**src/rtl/snake_frame_snapshot_ctrl.sv**
```systemverilog
// Per-frame snapshot sequencer: freezes game state, reads body segments
// serially and commits head/apple/length/body to the render registers at once.
module snake_frame_snapshot_ctrl #(
    parameter int unsigned CELL    = 10,
    parameter int unsigned MAX_LEN = 33,
    parameter int unsigned IDX_W   = 6
) (
    input  logic                   clk,
    input  logic                   rst_n,
    input  logic                   frame_start,
    input  logic                   active_start,
    output logic                   snap_req,
    input  logic                   snap_ack,
    input  logic [9:0]             head_x,
    input  logic [8:0]             head_y,
    input  logic [9:0]             apple_x,
    input  logic [8:0]             apple_y,
    input  logic [7:0]             snake_len,
    output logic                   seg_rd_en,
    output logic [IDX_W-1:0]       seg_rd_addr,
    input  logic [9:0]             seg_rd_x,
    input  logic [8:0]             seg_rd_y,
    output logic [9:0]             head_x_d,
    output logic [8:0]             head_y_d,
    output logic [9:0]             apple_x_d,
    output logic [8:0]             apple_y_d,
    output logic [7:0]             snake_len_d,
    output logic [MAX_LEN*10-1:0]  body_bus_x_d,
    output logic [MAX_LEN*9-1:0]   body_bus_y_d,
    output logic                   frame_latched,
    output logic                   frame_skipped
);

    localparam int unsigned X_W   = 10;
    localparam int unsigned Y_W   = 9;
    localparam int unsigned LEN_W = 8;
    localparam logic [LEN_W-1:0] MAX_LEN_L = LEN_W'(MAX_LEN);
    localparam bit PARAMS_OK = (CELL > 0) && ((1 << IDX_W) >= MAX_LEN) && (MAX_LEN < 256);

    // Reject parameter sets where the index cannot address every slot
    if (!PARAMS_OK) begin : g_bad_params
        $error("snake_frame_snapshot_ctrl: invalid CELL/MAX_LEN/IDX_W combination");
    end

    typedef enum logic [1:0] {
        S_IDLE,
        S_REQ,
        S_COPY,
        S_COMMIT
    } state_t;

    state_t               state_q;
    state_t               state_nxt;

    logic [LEN_W-1:0]     lc_c;
    logic [LEN_W-1:0]     lc_q;
    logic [X_W-1:0]       sh_x [MAX_LEN];
    logic [Y_W-1:0]       sh_y [MAX_LEN];
    logic [X_W-1:0]       sh_apple_x;
    logic [Y_W-1:0]       sh_apple_y;
    logic [X_W-1:0]       body_x_q [MAX_LEN];
    logic [Y_W-1:0]       body_y_q [MAX_LEN];

    logic                 pend_q;
    logic [IDX_W-1:0]     pend_idx_q;

    logic                 snap_req_nxt;
    logic                 rd_en_nxt;
    logic [IDX_W-1:0]     rd_addr_nxt;
    logic                 latched_nxt;
    logic                 skipped_nxt;
    logic                 sample_c;
    logic                 capture_c;
    logic                 commit_c;
    logic                 last_issue_c;
    logic                 last_cap_c;

    // Clamp live length into 1..MAX_LEN
    always_comb begin
        lc_c = snake_len;
        if (snake_len == '0) begin
            lc_c = LEN_W'(1);
        end else if (snake_len > MAX_LEN_L) begin
            lc_c = MAX_LEN_L;
        end
    end

    assign last_issue_c = (LEN_W'(seg_rd_addr) >= (lc_q - LEN_W'(1)));
    assign last_cap_c   = pend_q && (LEN_W'(pend_idx_q) == (lc_q - LEN_W'(1)));

    // Next-state and next-output decode
    always_comb begin
        state_nxt   = state_q;
        rd_en_nxt   = 1'b0;
        rd_addr_nxt = seg_rd_addr;
        latched_nxt = 1'b0;
        skipped_nxt = 1'b0;
        sample_c    = 1'b0;
        capture_c   = 1'b0;
        commit_c    = 1'b0;
        unique case (state_q)
            S_IDLE: begin
                if (frame_start && !active_start) begin
                    state_nxt = S_REQ;
                end
            end
            S_REQ: begin
                if (active_start) begin
                    state_nxt   = S_IDLE;
                    skipped_nxt = 1'b1;
                end else if (snap_ack) begin
                    sample_c = 1'b1;
                    if (lc_c >= LEN_W'(2)) begin
                        state_nxt   = S_COPY;
                        rd_en_nxt   = 1'b1;
                        rd_addr_nxt = IDX_W'(1);
                    end else begin
                        state_nxt = S_COMMIT;
                    end
                end
            end
            S_COPY: begin
                if (active_start) begin
                    state_nxt   = S_IDLE;
                    skipped_nxt = 1'b1;
                end else begin
                    capture_c = pend_q;
                    if (seg_rd_en && !last_issue_c) begin
                        rd_en_nxt   = 1'b1;
                        rd_addr_nxt = seg_rd_addr + IDX_W'(1);
                    end
                    if (last_cap_c) begin
                        state_nxt = S_COMMIT;
                    end
                end
            end
            S_COMMIT: begin
                commit_c    = 1'b1;
                latched_nxt = 1'b1;
                state_nxt   = S_IDLE;
            end
            default: state_nxt = S_IDLE;
        endcase
        snap_req_nxt = (state_nxt != S_IDLE);
    end

    // State and control-output registers
    always_ff @(posedge clk or negedge rst_n) begin
        if (!rst_n) begin
            state_q       <= S_IDLE;
            snap_req      <= 1'b0;
            seg_rd_en     <= 1'b0;
            seg_rd_addr   <= '0;
            frame_latched <= 1'b0;
            frame_skipped <= 1'b0;
            pend_q        <= 1'b0;
            pend_idx_q    <= '0;
        end else begin
            state_q       <= state_nxt;
            snap_req      <= snap_req_nxt;
            seg_rd_en     <= rd_en_nxt;
            seg_rd_addr   <= rd_addr_nxt;
            frame_latched <= latched_nxt;
            frame_skipped <= skipped_nxt;
            pend_q        <= (state_nxt == S_COPY) ? seg_rd_en : 1'b0;
            pend_idx_q    <= seg_rd_addr;
        end
    end

    // Shadow capture and atomic commit; slots at or above Lc keep old values
    always_ff @(posedge clk or negedge rst_n) begin
        if (!rst_n) begin
            lc_q        <= '0;
            sh_apple_x  <= '0;
            sh_apple_y  <= '0;
            head_x_d    <= '0;
            head_y_d    <= '0;
            apple_x_d   <= '0;
            apple_y_d   <= '0;
            snake_len_d <= '0;
            for (int k = 0; k < MAX_LEN; k++) begin
                sh_x[k]     <= '0;
                sh_y[k]     <= '0;
                body_x_q[k] <= '0;
                body_y_q[k] <= '0;
            end
        end else begin
            if (sample_c) begin
                lc_q       <= lc_c;
                sh_apple_x <= apple_x;
                sh_apple_y <= apple_y;
                sh_x[0]    <= head_x;
                sh_y[0]    <= head_y;
            end
            if (capture_c) begin
                sh_x[pend_idx_q] <= seg_rd_x;
                sh_y[pend_idx_q] <= seg_rd_y;
            end
            if (commit_c) begin
                head_x_d    <= sh_x[0];
                head_y_d    <= sh_y[0];
                apple_x_d   <= sh_apple_x;
                apple_y_d   <= sh_apple_y;
                snake_len_d <= lc_q;
                for (int k = 0; k < MAX_LEN; k++) begin
                    if (LEN_W'(k) < lc_q) begin
                        body_x_q[k] <= sh_x[k];
                        body_y_q[k] <= sh_y[k];
                    end
                end
            end
        end
    end

    // Pack committed slots, slot 0 in the most significant field
    for (genvar k = 0; k < MAX_LEN; k++) begin : g_pack
        assign body_bus_x_d[(MAX_LEN-k)*X_W-1 -: X_W] = body_x_q[k];
        assign body_bus_y_d[(MAX_LEN-k)*Y_W-1 -: Y_W] = body_y_q[k];
    end

endmodule

```
**config.mk**
```make
export PLATFORM = sky130hd
export DESIGN_NAME = snake_frame_snapshot_ctrl
export DESIGN_NICKNAME = d
export VERILOG_FILES = /design/src/rtl/snake_frame_snapshot_ctrl.sv
export SDC_FILE = /design/constraint.sdc
export NUM_CORES = 2
export LEC_CHECK = 0
export CORE_AREA = 2 2 327 329
export DETAILED_ROUTE_END_ITERATION = 6
export DIE_AREA = 0 0 329 331
export PLACE_DENSITY = 0.83
export SYNTH_ARGS = -nofsm -noshare
export SYNTH_HDL_FRONTEND = slang
export SYNTH_SLANG_ARGS = --single-unit
```
**constraint.sdc**
```tcl
create_clock -name clk -period 2.4 [get_ports clk]
set_input_delay 0.6 -clock clk [delete_from_list [all_inputs] [get_ports clk]]
set_output_delay 0.6 -clock clk [all_outputs]
set_load 0.02 [all_outputs]
```
== Word level (Yosys, flattened, before mapping) ==
Index checks and enable logic that the tools add are counted.
Storage, ports and cells
  flip-flop bits (word level): 1346
  input port bits: 70
  output and inout bits: 683
  logic and storage cells: 284
Operators by class
  $add $sub $neg: 2
  order comparisons: 38
  equality and inequality tests: 10
  multiplexer cells: 40
  bitwise gates (word level): 1
  reductions and logical operators: 45
Operators by type and width (number)
  330-bit bitwise mux: 1
  330-bit 2-to-1 mux: 1
  297-bit bitwise mux: 1
  297-bit 2-to-1 mux: 1
  5-bit by 8-bit less-than comparator with 1-bit output, first input constant: 16
  2-bit AND reduction: 33
  4-bit by 8-bit less-than comparator with 1-bit output, first input constant: 8
  10-bit demux with 6-bit select: 1
  9-bit demux with 6-bit select: 1
  3-bit by 8-bit less-than comparator with 1-bit output, first input constant: 4
  6-bit 2-to-1 mux: 5
  10-bit 2-to-1 mux: 2
  9-bit 2-to-1 mux: 2
  1-bit by 8-bit less-than comparator with 1-bit output, first input constant: 2
  2-bit by 8-bit less-than comparator with 1-bit output, first input constant: 2
  8-bit 2-to-1 mux: 2
  1-bit 2-to-1 mux: 15
  6-bit one-hot mux with 2 select lines: 1
  2-bit 2-to-1 mux: 5
  2-bit inequality test, second input constant: 5
  6-bit by 8-bit == test with 1-bit output: 1
  6-bit by 8-bit >= comparator with 1-bit output: 1
  8-bit by 2-bit >= comparator with 1-bit output, second input constant: 1
  8-bit by 6-bit > comparator with 1-bit output, second input constant: 1
  17 further kinds: 24

== Depth between registers and ports, before layout ==
  depth in word-level cells: 10
  mapped depth: 12
  mapped depth without buffers: 12

== Worst setup path after synthesis ==
No wires, ideal clock.
  path type: flip-flop to flip-flop
  from: reg lc_q[0]
  to: reg seg_rd_addr[2]
  library setup time: 0.069 ns
  arrival time: 2.534 ns
  required time: 2.331 ns
  path slack: -0.203 ns
  stages on the path, launching flop included: 12
  buffers on the path: 0
  clock period less this slack: 2.603 ns
  cell sequence: dfrtp_1 inv_1 ha_1 nor4b_4 nor2_1 ha_1 o21a_1 o21ai_0 a21oi_1 o21a_4 or4_1 nand3_1
On the way
  longest elaborated chain between the ends: 6
RTL lines
  start: declaration: RTL line 56  | logic [LEN_W-1:0] lc_q;
  start signal: assignment: RTL line 189  | lc_q <= lc_c;
  8-bit by 1-bit subtractor with 8-bit output: RTL line 88  | assign last_issue_c = (LEN_W'(seg_rd_addr) >= (lc_q - LEN_W'(1)));
  6-bit by 8-bit >= comparator with 1-bit output: RTL line 88
  1-bit logical NOT: RTL line 128  | if (seg_rd_en && !last_issue_c) begin
  1-bit logical AND: RTL line 128
  2-bit inequality test (no line)
  6-bit AND reduction (no line)
  end signal: assignment: RTL line 162  | seg_rd_addr <= rd_addr_nxt;
  end: declaration: RTL line 20  | output logic [IDX_W-1:0] seg_rd_addr,
Every way passes these cells.
A chain may end at the register's enable or synchronous reset.

== Worst setup path in the final report ==
  from: reg lc_q[0]
  to: reg seg_rd_addr[0]
The elaborated chain is that of the path after synthesis.

==> results by stage <==
Global route:
- The initial antenna violation count is 13.
- The first global-routing pass estimated 221000 um of wire.
- The via count of the first global-routing pass was 33000.
- The pin count of the biggest net entering global routing is 111.
- The leftover overflow at the end of global routing is 0.
- Across every metal layer, demand over resource in global routing totals 0.278.

STA:
- The summed negative setup slack over all endpoints is -87.4 ps.
- The max-slew violation count was 0.
- For the pin with the worst max-slew slack, the measured transition is 607 ps.
- Setup repair after global routing could not meet its margin everywhere.
- The clock skew is 25.7 ps.
- In this run the tightest slew margin relative to its limit is 0.595.
- The setup violation total in the final timing report is 4.
- The hold violation total from the final report was 0.
- Of the available clock period, the critical path in the final layout requires 1.01.
- The time the final worst path needs with I/O delays and setup is 2430 ps.
- Setup slack on the critical path of the routed design comes to -31.0 ps.
- The maximum clock frequency is 411 MHz.

Cells and area:
- The layout has 7444 filler cells.
- From synthesis to final layout, the design area changed by 30.2%.
- In the final layout, the share of cells above drive strength 1 is 0.437.
- The post-layout instance area is 0.0668 mm^2.
- After the last flow step, the layout net total stands at 4156.
- The filler-free cell count of the finished design is 5572.

Synthesis:
- sky130_fd_sc_hd__dfrtp_1 takes more of the synthesized area than any other cell.
- The most common cell in the synthesized netlist is sky130_fd_sc_hd__dfrtp_1.
- The total number of yosys warnings is 0.
- The most used flip-flop cell after synthesis is sky130_fd_sc_hd__dfrtp_1.
- By area the synthesized netlist is led by sky130_fd_sc_hd__dfrtp_1 (66%), sky130_fd_sc_hd__mux2_2 (29%), sky130_fd_sc_hd__buf_2 (0.72%).
- The count of different cell masters after synthesis is 66.
- For this run, asynchronously set or reset flops after synthesis account for 1.00.
- Counting instances in the post-synthesis netlist gives the leading cell types as sky130_fd_sc_hd__dfrtp_1 (1346), sky130_fd_sc_hd__mux2_2 (1299), sky130_fd_sc_hd__clkbuf_1 (75).
- The cell count after synthesis is 3136.
- Yosys mapped a number of flops with a built-in enable equal to 0.
- Of the synthesized area, sequential elements account for 0.657.
- When the netlist entered floorplanning its net count stood at 3220.
- After synthesis the cells add up to 0.0513 mm^2.
- The area share of the largest cell type after synthesis is 0.657.
- The synthesized area per cell is 16.4 um^2.
- The synthesized flop and latch total is 1346.

Clock network:
- The clock passes through at most 3 buffers.
- The TritonCTS clock tree is yes.
- The number of clock sinks is 1346.
- The maximum level of the CTS H-tree is 4.
- The clock insertion delay at the later pin of the skew report is 750 ps.
- The clock slew at the register clock pins of the worst setup and hold paths is 60 ps.
- In this run, CTS created clock tree buffers numbering 138.
- The root cell of the clock tree is sky130_fd_sc_hd__clkbuf_16.

Floorplanning:
- The floorplan step defined a die boundary enclosing 0.109 mm^2.
- The vertical extent of the die is 331 um.
- The die is 329 um wide.
- The initial utilization of the core area, before any placement, comes to 0.489.
- The floorplan has 119 rows.
- The core region is 0.105 mm^2.
- The total I/O pin count is 753.

Detailed routing:
- Wires add up to 153000 um.
- The first routing iteration left 1954 violations.
- Detailed routing inserted a total of 31200 vias.
- The mean routed wirelength per cell is 27.4 um.
- The detailed-router iteration count before antenna repair is 5.
- For this run, design rule violations remaining after detail routing come to 0.
- The average via count per standard cell is 5.60.
- The remaining antenna violation count is 0.

Setup path:
- The maximum fanout encountered on the critical timing path is 8.
- The required time reported for the critical path endpoint is 3030 ps.
- For flop-to-flop paths, the worst setup slack is -30 ps.
- By startpoint and endpoint, the worst setup path is classified as flop to flop.
- In this run the critical register-to-register path is captured at seg_rd_addr[0].
- The endpoint of the most critical setup path is seg_rd_addr[0].
- The worst path arrival time is 3060 ps.
- The worst setup path is launched from a flop.
- The number of cells on the worst reg-to-reg path is 10.
- The most critical setup path has its startpoint at lc_q[0].
- The reg-to-reg critical path startpoint is lc_q[0].
- STA classifies the critical path endpoint as a flop.

Placed design:
- The placement-stage cell area is 0.0624 mm^2.
- At the end of routability-driven placement, the weighted congestion stood at 0.878.
- The worst slack after detailed placement is -766 ps.
- In this run the tool buffered the top-level ports with 752 buffer cells.
- The detailed placer's ending HPWL is 102000 um.
- Once placement completed, the tool counted placed cells totaling 5310.

Pwr:
- The power per standard cell area is 741 mW/mm^2.
- The completed layout was analyzed and its total power is 49.5 mW.
- For this design the static power due to leakage is 35.1 nW.
- The worst supply voltage drop on vdd is 0.000731 V.

Run:
- Max-cap violations in this run came to 0.

Outcome:
- The run finished, with violations left.
- The final reports fail on negative setup slack.

Hold path:
- The path class of the tightest hold or removal check is primary input to flop.
==> layout by cell type (no fill, tap or decap), drive strengths merged, types with 4 or more instances in the layout <==
cell type / instances
o21a: 4
nor4: 5
nand2b: 9
inv: 28
and2: 7
mux2i: 21
or3: 4
clkdlybuf4s50: 365
dlygate4sd2: 348
dlymetal6s2s: 18
a21oi: 9
xor2: 4
nor2: 35
clkinv: 15
o21ai: 49
a22o: 4
nand2: 65
buf: 228
nand3: 13
or2: 6
nor2b: 6
ha: 14
nor3: 11
diode: 4
clkbuf: 216
dfrtp: 1346
o211ai: 5
mux2: 1299
==> worst min-delay path by stage <==
| stage | startpoint | to | slack, ps | cells after the start |
|---|---|---|---|---|
| after floorplan | rst_n | async pin | 300 | 0 |
| after global placement | seg_rd_addr[5] | pend_idx_q[5] | 470 | 0 |
| after detailed placement | seg_rd_addr[5] | pend_idx_q[5] | 460 | 0 |
| after CTS | seg_rd_x[5] | sh_x[325] | 300 | 3 |
| after global routing | seg_rd_x[5] | sh_x[325] | 350 | 3 |
| final | seg_rd_x[5] | sh_x[325] | 360 | 3 |
==> layer usage <==
layer / wire, um / vias up / GRT usage
li1: - / 13000 / -
met1: 59700 / 16700 / 0.350
met2: 73200 / 1178 / 0.447
met3: 11400 / 344 / 0.0683
met4: 8540 / 0 / 0.151
met5: 0 / - / 0
==> where the power goes <==
group          internal (mW)  leakage (nW)  switching, mW
Clock                   12.2          2.20           8.99
Combinational           1.81          14.2           2.63
Sequential              23.3          18.7          0.546
==> through the flow <==
step / hold slack, ps / util
after floorplan: 304 / -
after global placement: 474 / 0.594
after detailed placement: 457 / 0.594
after CTS: 301 / 0.634
after global routing: 350 / 0.636
final: 362 / 0.636
==> worst max-delay path, cell delays in order, from the launching register on <==
cell and delay, ps:
sky130_fd_sc_hd__dfrtp_2 430, sky130_fd_sc_hd__buf_6 130, sky130_fd_sc_hd__nor3_2 180, sky130_fd_sc_hd__xnor2_1 180, sky130_fd_sc_hd__ha_1 280, sky130_fd_sc_hd__o21a_1 200, sky130_fd_sc_hd__o21ai_2 140, sky130_fd_sc_hd__a21oi_2 50
sky130_fd_sc_hd__o21a_4 270, sky130_fd_sc_hd__or3_4 340, sky130_fd_sc_hd__o311a_1 110
==> cells by family after synthesis <==
family          synth area share
mux                        0.289
fa+ha+maj                0.00342
xor+xnor                 0.00102
buf+inv                   0.0166
flops                      0.657
simple gates              0.0186
compound gates            0.0142
==> final cells by class <==
class / count / area (um^2) / area share
tap: 1391 / 1740 / 0.0261
antenna: 4 / 10.0 / 0.000150
clock inverter: 31 / 367 / 0.00549
timing repair buffer: 962 / 9870 / 0.148
sequential: 1346 / 33700 / 0.504
multi-input combinational: 1608 / 16900 / 0.254
inverter: 16 / 60.1 / 0.000899
clock buffer: 214 / 4110 / 0.0616
==> repair_timing <==
action / CTS / global route
hold buffers: 1 / 0
pin swaps: 11 / 12
setup endpoints to repair: 537 / 235
resized for setup: 358 / 48
setup buffers: 9 / 1
gates cloned: 1 / 1
endpoints found under the hold margin: 23 / 0
Power figures use the tool's default switching activity.
